File: src/rtl/mat_rowsum.sv
// rtl/mat_rowsum.sv - row-sum stage: reads each row of C from memory, writes one sum word per row.
// Optional build macro: ROWSUM_SAT_EN (unsigned saturating accumulate instead of wrap).
module mat_rowsum #(
    parameter int MEM_AW   = 16,
    parameter int MEM_DW   = 32,
    parameter int DIM_BITS = 16
) (
    input  logic                clk,
    input  logic                rst,
    input  logic                go,
    input  logic                sm_ena,
    input  logic [MEM_AW-1:0]   cBASE,
    input  logic [DIM_BITS-1:0] cSTRIDE,
    input  logic [DIM_BITS-1:0] cROWS,
    input  logic [DIM_BITS-1:0] cCOLS,
    input  logic [MEM_AW-1:0]   sBASE,
    output logic                mem_req,
    output logic                mem_write,
    output logic [MEM_AW-1:0]   mem_addr,
    output logic [MEM_DW-1:0]   mem_wdata,
    input  logic                mem_rdata_vld,
    input  logic [MEM_DW-1:0]   mem_rdata,
    output logic                ret
);

    localparam logic [2:0] S_IDLE = 3'd0;
    localparam logic [2:0] S_RD   = 3'd1;
    localparam logic [2:0] S_WAIT = 3'd2;
    localparam logic [2:0] S_WR   = 3'd3;
    localparam logic [2:0] S_DONE = 3'd4;

    logic [2:0]          state_q, state_n;
    logic [DIM_BITS-1:0] i_q, i_n, j_q, j_n;
    logic [MEM_DW-1:0]   acc_q, acc_n;
    logic [MEM_AW-1:0]   row_q, row_n;
    logic [DIM_BITS-1:0] stride_q, stride_n, rows_q, rows_n, cols_q, cols_n;
    logic [MEM_AW-1:0]   sbase_q, sbase_n;
    logic [MEM_DW-1:0]   hold_q;
    logic                pend_q;

    logic [DIM_BITS-1:0] i_inc, j_inc;
    logic                take;
    logic [MEM_DW-1:0]   rd_word, acc_add;
    logic                issue;

    assign i_inc   = i_q + 1'b1;
    assign j_inc   = j_q + 1'b1;
    // Read data is taken either straight off the bus or from the hold register filled while frozen.
    assign take    = mem_rdata_vld | pend_q;
    assign rd_word = mem_rdata_vld ? mem_rdata : hold_q;

`ifdef ROWSUM_SAT_EN
    logic [MEM_DW:0] sum_w;
    assign sum_w   = {1'b0, acc_q} + {1'b0, rd_word};
    assign acc_add = sum_w[MEM_DW] ? {MEM_DW{1'b1}} : sum_w[MEM_DW-1:0];
`else
    assign acc_add = acc_q + rd_word;
`endif

    always_comb begin
        state_n  = state_q;
        i_n      = i_q;
        j_n      = j_q;
        acc_n    = acc_q;
        row_n    = row_q;
        stride_n = stride_q;
        rows_n   = rows_q;
        cols_n   = cols_q;
        sbase_n  = sbase_q;
        if (sm_ena) begin
            case (state_q)
                S_IDLE: if (go) begin
                    i_n      = '0;
                    j_n      = '0;
                    acc_n    = '0;
                    row_n    = cBASE;
                    stride_n = cSTRIDE;
                    rows_n   = cROWS;
                    cols_n   = cCOLS;
                    sbase_n  = sBASE;
                    if (cROWS == '0)      state_n = S_DONE;
                    else if (cCOLS == '0) state_n = S_WR;
                    else                  state_n = S_RD;
                end
                S_RD: state_n = S_WAIT;
                S_WAIT: if (take) begin
                    acc_n   = acc_add;
                    j_n     = j_inc;
                    state_n = (j_inc == cols_q) ? S_WR : S_RD;
                end
                S_WR: begin
                    i_n   = i_inc;
                    j_n   = '0;
                    acc_n = '0;
                    row_n = row_q + MEM_AW'(stride_q);
                    if (i_inc == rows_q)     state_n = S_DONE;
                    else if (cols_q == '0)   state_n = S_WR;
                    else                     state_n = S_RD;
                end
                S_DONE: state_n = S_IDLE;
                default: state_n = S_IDLE;
            endcase
        end
    end

    // Strobes are launched on entry so the access is on the bus during the RD/WR cycle itself.
    assign issue = sm_ena && (state_n == S_RD || state_n == S_WR);

    always_ff @(posedge clk) begin
        if (rst) begin
            state_q   <= S_IDLE;
            i_q       <= '0;
            j_q       <= '0;
            acc_q     <= '0;
            row_q     <= '0;
            stride_q  <= '0;
            rows_q    <= '0;
            cols_q    <= '0;
            sbase_q   <= '0;
            hold_q    <= '0;
            pend_q    <= 1'b0;
            mem_req   <= 1'b0;
            mem_write <= 1'b0;
            mem_addr  <= '0;
            mem_wdata <= '0;
            ret       <= 1'b0;
        end else begin
            state_q  <= state_n;
            i_q      <= i_n;
            j_q      <= j_n;
            acc_q    <= acc_n;
            row_q    <= row_n;
            stride_q <= stride_n;
            rows_q   <= rows_n;
            cols_q   <= cols_n;
            sbase_q  <= sbase_n;

            if (state_q == S_IDLE) begin
                pend_q <= 1'b0;
            end else if (mem_rdata_vld && !(sm_ena && state_q == S_WAIT)) begin
                hold_q <= mem_rdata;
                pend_q <= 1'b1;
            end else if (sm_ena && state_q == S_WAIT) begin
                pend_q <= 1'b0;
            end

            mem_req <= issue;
            ret     <= sm_ena && (state_n == S_DONE);
            if (issue) begin
                mem_write <= (state_n == S_WR);
                if (state_n == S_WR) begin
                    mem_addr  <= sbase_n + MEM_AW'(i_n);
                    mem_wdata <= acc_n;
                end else begin
                    mem_addr  <= row_n + MEM_AW'(j_n);
                end
            end
        end
    end

endmodule

File: config.mk
export PLATFORM = sky130hd
export DESIGN_NAME = mat_rowsum
export DESIGN_NICKNAME = d
export VERILOG_FILES = /design/src/rtl/mat_rowsum.sv
export SDC_FILE = /design/constraint.sdc
export NUM_CORES = 1
export LEC_CHECK = 0
export ABC_AREA = 1
export BUFFER_PORTS_ARGS = -buffer_cell sky130_fd_sc_hd__buf_4
export CAP_MARGIN = 15
export CORE_MARGIN = 8
export CORE_UTILIZATION = 35
export DETAILED_ROUTE_END_ITERATION = 16
export SETUP_SLACK_MARGIN = 0.3
export SYNTH_ARGS = -nofsm -noshare
export SYNTH_HDL_FRONTEND = slang
export SYNTH_SLANG_ARGS = --single-unit
File: constraint.sdc
create_clock -name clk -period 4.5 [get_ports clk]
set_input_delay 0.9 -clock clk [delete_from_list [all_inputs] [get_ports clk]]
set_output_delay 0.9 -clock clk [all_outputs]
set_load 0.005 [all_outputs]
[After elaboration in Yosys (flattened, before gate mapping)]
Cells that the tools add are included.
Cells by class
  add/subtract/negate cells: 6
  equal/unequal tests: 8
  multiplexer cells: 30
  bitwise operators: 2
  reductions and logical operators: 15
Operators with widths (count)
  $mux 16: 11
  $mux 32: 4
  $pmux 32 s3: 1
  $pmux 16 s2: 2
  $add 16x16->16: 3
  $logic_not 16->1: 3
  $pmux 16 s3: 1
  $add 16x1->16 const B: 2
  $add 32x32->32: 1
  $eq 16x16->1: 2
  $mux 3: 5
  $pmux 3 s4: 1
  $eq 3x2->1 const B: 3
  $eq 3x1->1 const B: 2
  $mux 2: 3
  $logic_and 1x1->1: 4
  $reduce_and 2->1: 2
  $eq 3x3->1 const B: 1
  $logic_not 3->1: 1
  $reduce_and 3->1: 1
  $mux 1: 2
  $reduce_bool 2->1: 1
  $reduce_or 2->1: 1
  $logic_not 1->1: 1
  3 further kinds: 3
Storage, ports and cells
  flip-flop bits (word level): 231
  bits of input ports: 117
  output and inout port bits: 51
  logic and storage cells: 77

[Logic depth before layout (Yosys ltp)]
Gate-level depths: netlist of the first run.
  depth after elaboration: 10
  gate-level depth with buffers: 29
  depth with buffers taken out: 29

[Worst setup path after synthesis of the first run]
No wires, ideal clock.
  path kind: in2reg
  start point: input sm_ena
  end point: register mem_addr[14]
  data required time: 4.368 ns
  cell stages on the path: 28
  setup slack: 0.128 ns
  path buffers: 1
  arrival: 4.240 ns
  library setup time: 0.132 ns
  cells stage by stage: clkinv_1 nor2_2 nand2_1 inv_2 nand2_1 nor2_2 inv_2 buf_1 nand2_1 nand2_1 ha_1 fa_1 nand3_1 nand2_1 nand2_1 o211ai_1 a21boi_0 o21ai_0 nand2_1 nand2_1 nand2_1 nand2_1 nand2_1 nand2_1 inv_1 nand2_1 nand3_1 a21oi_1
Between the ends
  elaborated cells on any way between the ends: 12
  classes of those cells: add/sub: 2; eq/ne: 2; mux: 6; reduce/logical: 2
RTL lines
  from (decl): line 11  | input logic sm_ena,
  $mux 16: line 70  | if (sm_ena) begin
  named net row_n[0]: line 35  | logic [MEM_AW-1:0] row_q, row_n;
  $add 16x16->16: line 155  | mem_addr <= row_n + MEM_AW'(j_n);
  $mux 16: line 151  | if (state_n == S_WR) begin
  to (signal assigned): line 152  | mem_addr <= sbase_n + MEM_AW'(i_n);
  to (signal assigned): line 155
  to (decl): line 19  | output logic [MEM_AW-1:0] mem_addr,
The timed path passes the listed nets, and every way through them passes these cells.
A chain may end at the register's enable or synchronous reset.

[Worst setup path after layout of the first run]
  start point: register state_q[2]
  end point: register mem_addr[12]
Between the ends
  cells in the longest elaborated chain, start to end: 6
  elaborated cells on any way between the ends: 23
  classes of those cells: add/sub: 2; eq/ne: 5; mux: 13; reduce/logical: 3
RTL lines
  from (decl): line 32  | logic [2:0] state_q, state_n;
  from (signal assigned): line 128  | state_q <= state_n;
  parallel branches: the longest is 6 deep, another holds $add 16x16->16
Several ways; the timed one is not identified.

==> metrics, run 1 <==
status finished, final reports clean; MaxCap Viol Count 0; Mapped Cells 2250; Arr. time, crit path 4.39 ns; initial core utilization 0.354; GPL Wtd Cong 0.967; Period minus WS final 3.87 ns; H-Tree Level Count 1; Worst Hold Path EP hold_q[15]; routed wl met2 23.2 mm; initial antenna violation count 0; Hold Crit Start hold_q[15]; Via Count 15169; placed cell areas 16700 sq um; post-synthesis sequential area ratio 0.311; fillcell total 4407; CTS tree built; Multi-input gate area 8810 sq um; Routed met3 length 1.92 mm; area delta synth->final 19.5%; mapped cell area 14900 sq um; Power Dens Cells 321 nW/um^2; fin area 17800 sq um; Slew Viols, Final 0; clock root cell clkbuf_16; share of flip-flops with an asynchronous set or reset 0; Synth Area in Compound Gates 0.225; fraction of layout cells with a size suffix above 1 0.138; Slew HR 0.287; startpoint types register; Hold Path Class register to register; Synth Area per Inst 6.60 sq um; Final Skew 0.0152 ns; Die Y 222 microns; clock tree buffer depth 3; cts hold-fix bufs 0; largest net degree at the start of global routing 93; drt total wl 50.2 mm; Met1 Wirelength 23.8 mm; setup_tns 0 ns; DR pass1 iterations 5; path depth of the worst reg2reg path 20; Post-synth EDFFs 0; uppermost layer routed met4; Post-synth top flop dfxtp_1; clock slew at reported path FFs 0.06 ns; CTS Sinks 231; Setup crit start state_q[2]; Avg WL per Cell 17.0 microns; fmax 259 MHz; slew of the pin with the lowest slew margin 1.07 ns; Hold Fails Final Rpt 0; RSZ-0062 raised after global routing no; synth warn 0; Buffers on Ports 167; Post-DRT Antenna Nets 0; first-pass GRT wire length 78.8 mm; DRC 0; Leak 0.00806 uW; core area 41900 sq um; Post-Synth Adder-Cell Area 0.0711; ANT cells 0; worst-path cell chain nor2_1 -> nand2_1 -> nor2_2 -> inv_1 -> nor2_4 -> buf_12 -> or2_2 -> o21ai_0 -> fa_1 -> nand3b_1 -> nand2_1 -> a21oi_1 -> o21bai_1 -> a21oi_1 -> o21ai_0 -> xor2_1 -> nand3_1 -> nand3_1 -> nand2_1 -> inv_1; vias in the first global route 14425; Rows 75; Syn Nets 2449; Setup Viol. Count Final 0; R2R Setup Slk 0.63 ns; VDD IR-drop max 0.274 mV; Reg area 4620 sq um; final net count 2596; dpl hpwl 39.4 mm; worst path bufs/invs 3; WP data required 5.02 ns; Yosys cell types 57; most frequent CP cell nand2_1; RR Startpoint state_q[2]; postcts setup bufs 0; crit path capture type register; # resized after CTS 0; critical path peak fanout 43; post-synthesis mux area share 0.000674; Synth Area in XOR/XNOR 0.0284; DR iter-0 viols 1025; grt total ovfl 0; die area 49300 sq um; Die X 222 microns; Largest delay share family, worst path simple AND/OR/NAND/NOR gates; TritonCTS buffer count 29; I/O pin cnt 168; GRT Util Overall 0.195; hold path depth 2; largest family of logic cells by synthesized area simple AND/OR/NAND/NOR gates; #FFs+latches synth 231; Critical Setup Path Class register to register; slowest stage delay, CP 0.49 ns; reg-to-reg endpoint mem_addr[12]; Clock Latency Late Sink 0.57 ns; Vias/cell 5.13; period utilization 0.859; critical path's slowest cell fa_1; simple-gate share of the synthesized area 0.266
-- stage by stage --
| step | utilization | power (uW) | setup slack (ns) | hold WS [ns] | std cells |
|---|---|---|---|---|---|
| after global routing | 0.423 | 5970 | 0.303 | 0.463 | 2959 |
| after CTS | 0.423 | 5760 | 0.626 | 0.451 | 2959 |
| after detailed placement | 0.398 | 3170 | 0.0644 | 0.441 | 2905 |
| final | 0.423 | 5700 | 0.635 | 0.446 | 2959 |
| after floorplan | - | 2820 | 0.313 | 0.424 | 2250 |
| after global placement | 0.398 | 3160 | 0.199 | 0.432 | 2905 |
-- power by group --
| part | internal, uW | switching [uW] |
|---|---|---|
| sequential | 2150 | 55.1 |
| combinational | 351 | 577 |
| clock | 1610 | 965 |
-- worst min-delay path: cells and delay by family, from the launching register on --
family	cells	cell delay, ns
DFF	1	0.30
buffers and inverters	1	0.05
AOI/OAI and AO/OA	1	0.05
-- cell type report --
| cell class | count | area share |
|---|---|---|
| Sequential cell | 231 | 0.260 |
| Inverter | 283 | 0.0602 |
| Tap cell | 539 | 0.0380 |
| Timing Repair Buffer | 200 | 0.0860 |
| Clock inverter | 14 | 0.0130 |
| Clock buffer | 40 | 0.0460 |
| Multi-Input combinational cell | 1652 | 0.496 |
-- registers in the layout, indices dropped and copies added (netlist names) --
register / flops
acc_q: 32
cols_q: 16
hold_q: 32
i_q: 16
j_q: 16
mem_addr: 16
mem_req: 1
mem_wdata: 32
mem_write: 1
pend_q: 1
ret: 1
row_q: 16
rows_q: 16
sbase_q: 16
state_q: 3
stride_q: 16
-- synthesized netlist by cell type (3+ instances only) --
| cell type | number | area (sq um) |
|---|---|---|
| ha_1 | 78 | 976 |
| or2_2 | 26 | 163 |
| a221oi_1 | 4 | 35.0 |
| a21boi_0 | 7 | 52.6 |
| o2111ai_1 | 5 | 43.8 |
| nor3_1 | 13 | 65.1 |
| nand2_2 | 12 | 75.1 |
| inv_1 | 269 | 1010 |
| nor2_1 | 241 | 905 |
| a22oi_1 | 20 | 150 |
| clkbuf_1 | 65 | 244 |
| a2bb2oi_1 | 3 | 26.3 |
| o21bai_1 | 8 | 60.1 |
| o21ai_1 | 44 | 220 |
| clkinv_1 | 4 | 15.0 |
| a31oi_1 | 9 | 56.3 |
| and2_1 | 3 | 18.8 |
| nand2_1 | 448 | 1680 |
| nand4_1 | 19 | 119 |
| dfxtp_1 | 231 | 4620 |
| a21oi_1 | 230 | 1150 |
| fa_1 | 4 | 80.1 |
| buf_2 | 9 | 45.0 |
| nand3b_1 | 4 | 30.0 |
| xor2_1 | 30 | 263 |
| nand3_1 | 127 | 636 |
| inv_2 | 8 | 30.0 |
| xnor2_1 | 13 | 114 |
| o211ai_1 | 12 | 90.1 |
| nor2_2 | 13 | 81.3 |
| buf_4 | 4 | 30.0 |
| a21oi_2 | 10 | 87.6 |
| a21o_1 | 13 | 97.6 |
| o31ai_1 | 3 | 22.5 |
| o21ai_0 | 186 | 931 |
| a211oi_1 | 17 | 128 |
| nor2_4 | 4 | 45.0 |
| nor4_1 | 10 | 62.6 |
| buf_6 | 4 | 45.0 |
| o22ai_1 | 14 | 87.6 |
-- routing by layer --
layer / global-route usage / up-vias
li1: - / 7776
met1: 0.262 / 6992
met2: 0.328 / 326
met3: 0.0214 / 75
met4: 0.0558 / 0
met5: 0 / -
-- cell usage in the layout (no fill, tap or decap), types with 26 or more instances in the layout --
cell type / count
or2_2: 26
a21oi_1: 230
inv_1: 268
nand3_1: 126
nand2_1: 447
xor2_1: 30
ha_1: 78
dfxtp_1: 231
buf_4: 198
o21ai_1: 46
clkbuf_16: 29
o21ai_0: 184
nor2_1: 241
-- worst max path at each step --
| stage | slack (ns) | cells past startpoint | to |
|---|---|---|---|
| floorplan | 0.31 | 28 | mem_addr[14] |
| global placement | 0.20 | 29 | mem_addr[15] |
| detailed placement | 0.06 | 27 | mem_addr[13] |
| CTS | 0.63 | 25 | mem_addr[13] |
| global route | 0.30 | 20 | mem_addr[12] |
| finish | 0.63 | 20 | mem_addr[12] |
-- kinds of logic (layout without fill, tap and decap cells) --
| group | Yosys count | count (layout) |
|---|---|---|
| AND/OR/NAND/NOR | 927 | 927 |
| AO/OA/AOI/OAI | 597 | 597 |
| multiplexers | 1 | 1 |
| buffers and inverters | 367 | 537 |
| adder cells (fa/ha/maj) | 82 | 82 |
| XOR/XNOR | 45 | 45 |
| flip-flops | 231 | 231 |
Power figures use the tool's default switching activity.
==> inputs of run 2 (changes only) <==
--- a/config.mk
+++ b/config.mk
@@ -5,7 +5,6 @@
 export SDC_FILE = /design/constraint.sdc
 export NUM_CORES = 1
 export LEC_CHECK = 0
-export ABC_AREA = 1
 export BUFFER_PORTS_ARGS = -buffer_cell sky130_fd_sc_hd__buf_4
 export CAP_MARGIN = 15
 export CORE_MARGIN = 8
==> run 2 against run 1 <==
Global-route usage decreased by 0.85 points; fmax decreased by 9.8%; count of clock-buffer cells in the layout decreased by 5; largest power group unchanged; final area decreased by 4.4%; highest routed layer unchanged; area after synthesis decreased by 7.9%; non-clock buffer count increased by 48.
==> metrics, run 2 <==
power share of the clock group 0.453 (+0.002); Slew Viols, Final 0 (unchanged); post-synthesis mux area share 0.0403 (+0.0396); R2R Setup Slk 0.21 ns (-0.42 ns); Synth area leaders dfxtp_1, nand2_1, ha_1; clock slew at reported path FFs 0.06 ns (about the same); drt total wl 44.4 mm (-11%); startpoint types register; Period minus WS final 4.29 ns (+0.420 ns); CTS tree built; Post-synth top flop dfxtp_1; Die Y 214 microns (-3.8%); share of the synthesized area in the top cell type 0.338 (+0.0269); P_sw 1370 uW (-14%); share of flip-flops with an asynchronous set or reset 0 (unchanged); Final Skew 0.0158 ns (+0.000653 ns); RR Startpoint row_q[0]; placed cell areas 15800 sq um (-5.1%); dpl hpwl 33.7 mm (-15%); mapped cell area 13700 sq um (-7.9%); fin area 17000 sq um (-4.4%); Via Count 13074 (-14%); largest net degree at the start of global routing 113 (+22%); Hold Fails Final Rpt 0 (unchanged); RSZ-0062 raised after global routing yes; path depth of the worst reg2reg path 22 (+10%); DR iter-0 viols 823 (-20%); Synth Area in XOR/XNOR 0.0689 (+0.0405); final net count 2116 (-18%); Hold Crit Start mem_addr[1]; fraction of layout cells with a size suffix above 1 0.194 (+0.0556); Yosys cell types 75 (+32%); H-Tree Level Count 1 (unchanged); core area 38600 sq um (-7.9%); hold path depth 2 (unchanged); worst-path cell chain ha_4 -> fa_2 -> a21o_1 -> a21oi_2 -> o21bai_1 -> a21oi_2 -> o21bai_1 -> a21oi_2 -> xnor2_1 -> a222oi_1 -> inv_1 -> ha_4 -> a21o_1 -> a21o_1 -> a311oi_1 -> nor2_1 -> o41ai_4 -> o2111ai_1 -> a21oi_1 -> xnor3_1 -> a32oi_1 -> o21ai_1; slowest stage delay, CP 0.34 ns (-0.15 ns); Power Dens Cells 306 nW/um^2 (-4.9%); synth warn 0 (unchanged); status finished, final reports clean; Mapped Cells 1738 (-23%); sequential power share 0.414 (+0.028); Internal 3820 uW (-7.0%); largest family of logic cells by synthesized area compound AO/OA/AOI/OAI gates; critical path's slowest cell dfxtp_2; MaxCap Viol Count 0 (unchanged); Post-DRT Antenna Nets 0 (unchanged); TritonCTS buffer count 27 (-6.9%); clock tree buffer depth 3 (unchanged); Arr. time, crit path 4.72 ns (+0.33 ns); vias in the first global route 12342 (-14%); #FFs+latches synth 231 (unchanged); slew of the pin with the lowest slew margin 0.881 ns (-0.188 ns); first-pass GRT wire length 68.0 mm (-14%); fmax 233 MHz (-9.8%); Rows 72 (-4.0%); DR pass1 iterations 5 (unchanged); Synth Area per Inst 7.87 sq um (+19%); Buffers on Ports 167 (unchanged); biggest regs acc_q (32), hold_q (32), mem_wdata (32); Clock Latency Late Sink 0.56 ns (about the same); Setup Viol. Count Final 0 (unchanged); die area 45700 sq um (-7.4%); Comb pwr share 0.133 (-0.030); Slew HR 0.407 (+0.120); Avg WL per Cell 18.1 microns (+6.6%); initial antenna violation count 1 (+1); Hold Path Class register to register; WP data required 4.93 ns (-0.09 ns); top post-synthesis cells by count nand2_1, dfxtp_1, a21oi_1; Vias/cell 5.32 (+3.8%); simple-gate share of the synthesized area 0.216 (-0.0499); CTS Sinks 231 (unchanged); post-synthesis sequential area ratio 0.338 (+0.0269); period utilization 0.952 (+0.0933); leading cell types in the layout, fill and taps excluded nand2_1, buf_4, dfxtp_1, a21oi_1, nor2_1; grt total ovfl 0 (unchanged); most common cell in the synthesized netlist nand2_1; Synth Area in Compound Gates 0.220 (-0.00569); GPL Wtd Cong 0.894 (-7.5%); crit path capture type register; Yosys top cell by area dfxtp_1; Syn Nets 1937 (-21%); critical path peak fanout 3 (-93%); area delta synth->final 24.1%; fillcell total 3811 (-14%); Critical Setup Path Class register to register; clock root cell clkbuf_16; Post-synth EDFFs 0 (unchanged); Worst Hold Path EP mem_addr[1]; Post-Synth Adder-Cell Area 0.0772 (+0.00614); DRC 0 (unchanged); initial core utilization 0.354 (about the same); most common cell after layout, fill and taps aside nand2_1; switching part of the total power 0.264 (-0.0163); reg-to-reg endpoint mem_addr[15]; I/O pin cnt 168 (unchanged); GRT Util Overall 0.187 (-0.00852); Die X 214 microns (-3.8%); Leak 0.00734 uW (-9.0%); VDD IR-drop max 0.222 mV (-19%); Power Total 5190 uW (-9.1%)
-- run 2: logic make-up after synthesis --
logic type               after synthesis
AND/OR/NAND/NOR                      656
AO/OA/AOI/OAI                        475
flip-flops                           231
buffers and inverters                137
XOR/XNOR                             106
adder cells (fa/ha/maj)               82
multiplexers                          51
-- run 2: what timing repair did --
item | in CTS | in global routing
gates resized for setup | 8 | 21
pin swaps | 7 | 13
gates cloned | 0 | 0
endpoints found under the setup margin | 5 | 6
hold buffers | 0 | 0
endpoints found under the hold margin | 0 | 0
setup buffers | 0 | 7
-- run 2: final cells by class --
type | instances | area, sq um | area share
flip-flops and latches | 231 | 4630 | 0.273
diodes | 1 | 2.50 | 0.000147
clock inverters | 15 | 189 | 0.0111
repair buffers | 248 | 1890 | 0.112
clock buffers | 35 | 756 | 0.0445
well taps | 518 | 648 | 0.0382
multi-input cells | 1370 | 8700 | 0.513
inverters | 39 | 146 | 0.00863
-- run 2: critical path, delay by kind of cell, from the launching register on --
kind / cells / cell delay (ns)
simple gates: 1 / 0.11
xor+xnor: 2 / 0.32
compound gates: 15 / 2.42
flops: 1 / 0.34
buf+inv: 1 / 0.20
fa+ha+maj: 3 / 0.77
-- run 2: worst max-delay path by stage --
stage / slack (ns) / endpoint / start / cells past startpoint
4_1_cts: 0.21 / mem_addr[15] / row_q[0] / 22
6_report: 0.21 / mem_addr[15] / row_q[0] / 22
3_3_place_gp: 0.03 / mem_addr[15] / row_q[0] / 22
2_1_floorplan: 0.17 / mem_addr[15] / sm_ena / 17
5_1_grt: -0.05 / mem_addr[15] / row_q[0] / 22
3_5_place_dp: -0.07 / mem_addr[15] / row_q[0] / 22
-- run 2: metal layers --
metal / part of all wire / GRT usage
met1: 0.46 / 0.255
met5: 0 / 0
met3: 0.061 / 0.0365
met4: 0.031 / 0.0650
met2: 0.44 / 0.292
-- run 2: power groups by stage --
stage                     sequential, uW  combinational [uW]  clock [uW]
final                               2150                 688        2350
after global routing                2150                 753        2480
after CTS                           2150                 682        2400
after detailed placement            2190                 676           0
after global placement              2190                 669           0
after floorplan                     2180                 408           0
-- run 2: stage by stage --
| step | hold slack, ns | cells | util | setup TNS [ns] | setup slack [ns] |
|---|---|---|---|---|---|
| 2_1_floorplan | 0.434 | 1738 | - | 0 | 0.172 |
| 3_3_place_gp | 0.434 | 2399 | 0.410 | 0 | 0.0330 |
| 3_5_place_dp | 0.447 | 2399 | 0.410 | -0.0749 | -0.0725 |
| 4_1_cts | 0.454 | 2449 | 0.435 | 0 | 0.213 |
| 5_1_grt | 0.467 | 2457 | 0.439 | -0.0459 | -0.0459 |
| 6_report | 0.451 | 2457 | 0.439 | 0 | 0.215 |
==> inputs of run 3 (changes only) <==
--- a/config.mk
+++ b/config.mk
@@ -10,6 +10,7 @@
 export CORE_MARGIN = 8
 export CORE_UTILIZATION = 35
 export DETAILED_ROUTE_END_ITERATION = 16
+export GPL_ROUTABILITY_DRIVEN = 0
 export SETUP_SLACK_MARGIN = 0.3
 export SYNTH_ARGS = -nofsm -noshare
 export SYNTH_HDL_FRONTEND = slang
==> constraint.sdc (replaced) <==
create_clock -name clk -period 5.17 [get_ports clk]
set_input_delay 1.034 -clock clk [delete_from_list [all_inputs] [get_ports clk]]
set_output_delay 1.034 -clock clk [all_outputs]
set_load 0.005 [all_outputs]
==> run 3 against run 2 <==
Critical path depth fell by 1; combinational power is 16% lower; worst hold slack got worse by 0.0038 ns; non-clock buffer count is 45 lower; first-iteration DRC count up 24%; global-route usage about the same; register-to-register slack better by 0.30 ns; final cell count down 1.8%; wire length shrank 1.4%; critical endpoint is now mem_addr[14]; largest power group unchanged.
==> metrics, run 3 (same netlist as run 2, synthesis figures left out) <==
initial antenna violation count 2 (+1); Avg WL per Cell 18.1 microns (+0.44%); startpoint types register; Period minus WS final 4.65 ns (+0.368 ns); Slew Viols, Final 0 (unchanged); Critical Setup Path Class register to register; CTS tree built; R2R Setup Slk 0.52 ns (+0.30 ns); fraction of layout cells with a size suffix above 1 0.164 (-0.0297); Hold Path Class register to register; DR iter-0 viols 1018 (+24%); core area 38600 sq um (unchanged); reg-to-reg endpoint mem_addr[14]; Post-DRT Antenna Nets 0 (unchanged); TritonCTS buffer count 27 (unchanged); post-route setup slack 0.517 ns (+0.302 ns); DR pass1 iterations 7 (+2); period utilization 0.900 (-0.0522); GRT Util Overall 0.187 (about the same); I/O pin cnt 168 (unchanged); CTS Sinks 231 (unchanged); RR Startpoint row_q[0]; Slew HR 0.387 (-0.0205); clock slew at reported path FFs 0.06 ns (about the same); status finished, final reports clean; DP Worst Slack 0.112 ns (+0.184 ns); most common cell after layout, fill and taps aside nand2_1; fillcell total 3932 (+3.2%); path depth of the worst reg2reg path 21 (-4.5%); clock tree buffer depth 3 (unchanged); MaxCap Viol Count 0 (unchanged); fmax 215 MHz (-7.9%); initial core utilization 0.354 (unchanged); H-Tree Level Count 1 (unchanged); Worst Hold Path EP mem_addr[11]; Power Dens Cells 275 nW/um^2 (-10%); Final Skew 0.0130 ns (-0.00281 ns); final net count 2071 (-2.1%); Clock Latency Late Sink 0.57 ns (about the same); leading cell types in the layout, fill and taps excluded nand2_1, dfxtp_1, buf_4, a21oi_1, nor2_1; Die Y 214 microns (unchanged); Buffers on Ports 167 (unchanged); Leak 0.00707 uW (-3.6%); WP data required 5.63 ns (+0.70 ns); Arr. time, crit path 5.12 ns (+0.40 ns); cts hold-fix bufs 0 (unchanged); Rows 72 (unchanged); dpl hpwl 32.8 mm (-2.6%); grt total ovfl 0 (unchanged); drt total wl 43.8 mm (-1.4%); Setup Viol. Count Final 0 (unchanged); clock root cell clkbuf_16; Hold Fails Final Rpt 0 (unchanged); Via Count 13006 (-0.52%); area delta synth->final 20.8%; largest net degree at the start of global routing 70 (-38%); VDD IR-drop max 0.211 mV (-4.9%); setup_tns 0 ns (unchanged); RSZ-0062 raised after global routing no; critical path peak fanout 4 (+1); hold path depth 2 (unchanged); Hold Crit Start mem_addr[11]; Setup crit start row_q[0]; DRC 0 (unchanged); Die X 214 microns (unchanged); Vias/cell 5.39 (+1.3%); die area 45700 sq um (unchanged); vias in the first global route 12586 (+2.0%); crit path capture type register; first-pass GRT wire length 68.4 mm (+0.64%); biggest regs acc_q (32), hold_q (32), mem_wdata (32); slew of the pin with the lowest slew margin 0.912 ns (+0.0305 ns)
-- run 3: changes by cell type in the layout (fill, tap and decap cells not counted), sizes merged --
cell / delta
buf: -45
bufinv: +1
clkbuf: +1
clkinv: -2
diode: +1
-- run 3: worst max-delay path by stage --
stage                     depth (start not counted)      endpoint
after floorplan                                  16  mem_addr[15]
after global placement                           18  mem_addr[15]
after detailed placement                         22  mem_addr[15]
after CTS                                        22  mem_addr[15]
after global routing                             21  mem_addr[14]
final                                            21  mem_addr[14]
-- run 3: routing by layer --
metal / vias to the layer above / track usage / share of wire
met5: - / 0 / 0.00030
met4: 2 / 0.0622 / 0.030
met1: 6072 / 0.256 / 0.46
li1: 6441 / - / -
met2: 424 / 0.285 / 0.43
met3: 67 / 0.0450 / 0.080
-- run 3: report_power, final --
part	total (uW)	internal (uW)	switching, uW
sequential	1870	1830	39.5
clock	2090	1280	807
combinational	576	242	334
-- run 3: stage by stage --
step | util | hold WS [ns] | instance area, sq um | power [uW] | cells
after floorplan | - | 0.434 | 13700 | 2250 | 1738
after global placement | 0.401 | 0.434 | 15500 | 2470 | 2358
after detailed placement | 0.401 | 0.443 | 15500 | 2480 | 2358
after CTS | 0.427 | 0.452 | 16500 | 4570 | 2408
after global routing | 0.428 | 0.476 | 16500 | 4710 | 2412
final | 0.428 | 0.447 | 16500 | 4540 | 2413
-- run 3: area by class of cell --
class	count	area [sq um]	area share
Antenna cell	2	5.00	0.000303
Clock buffer	36	759	0.0460
Clock inverter	14	211	0.0128
Inverter	39	146	0.00886
Multi-Input combinational cell	1370	8590	0.520
Sequential cell	231	4620	0.280
Tap cell	518	648	0.0392
Timing Repair Buffer	203	1540	0.0930
-- run 3: repair_timing --
item / 4_1_cts / 5_1_grt
setup endpoints to repair: 2 / 4
setup buffers: 0 / 3
pin swaps: 2 / 8
hold endpoints to repair: 0 / 0
gates resized for setup: 4 / 2
cloned: 0 / 0
-- run 3: worst max-delay path, stage by stage, from the launching register on --
cell and delay [ns]:
dfxtp_1 0.31, ha_1 0.24, fa_2 0.36, a21o_1 0.20, a21oi_2 0.18, o21bai_1 0.10
a21oi_2 0.17, o21bai_1 0.13, a21oi_2 0.19, xnor2_1 0.08, a222oi_1 0.38, inv_1 0.23
ha_4 0.31, a21o_1 0.18, a21o_1 0.22, a41oi_1 0.26, nor2b_1 0.08, o21ai_0 0.27
a21oi_1 0.15, xor2_1 0.16, a21oi_1 0.09, a221oi_1 0.29
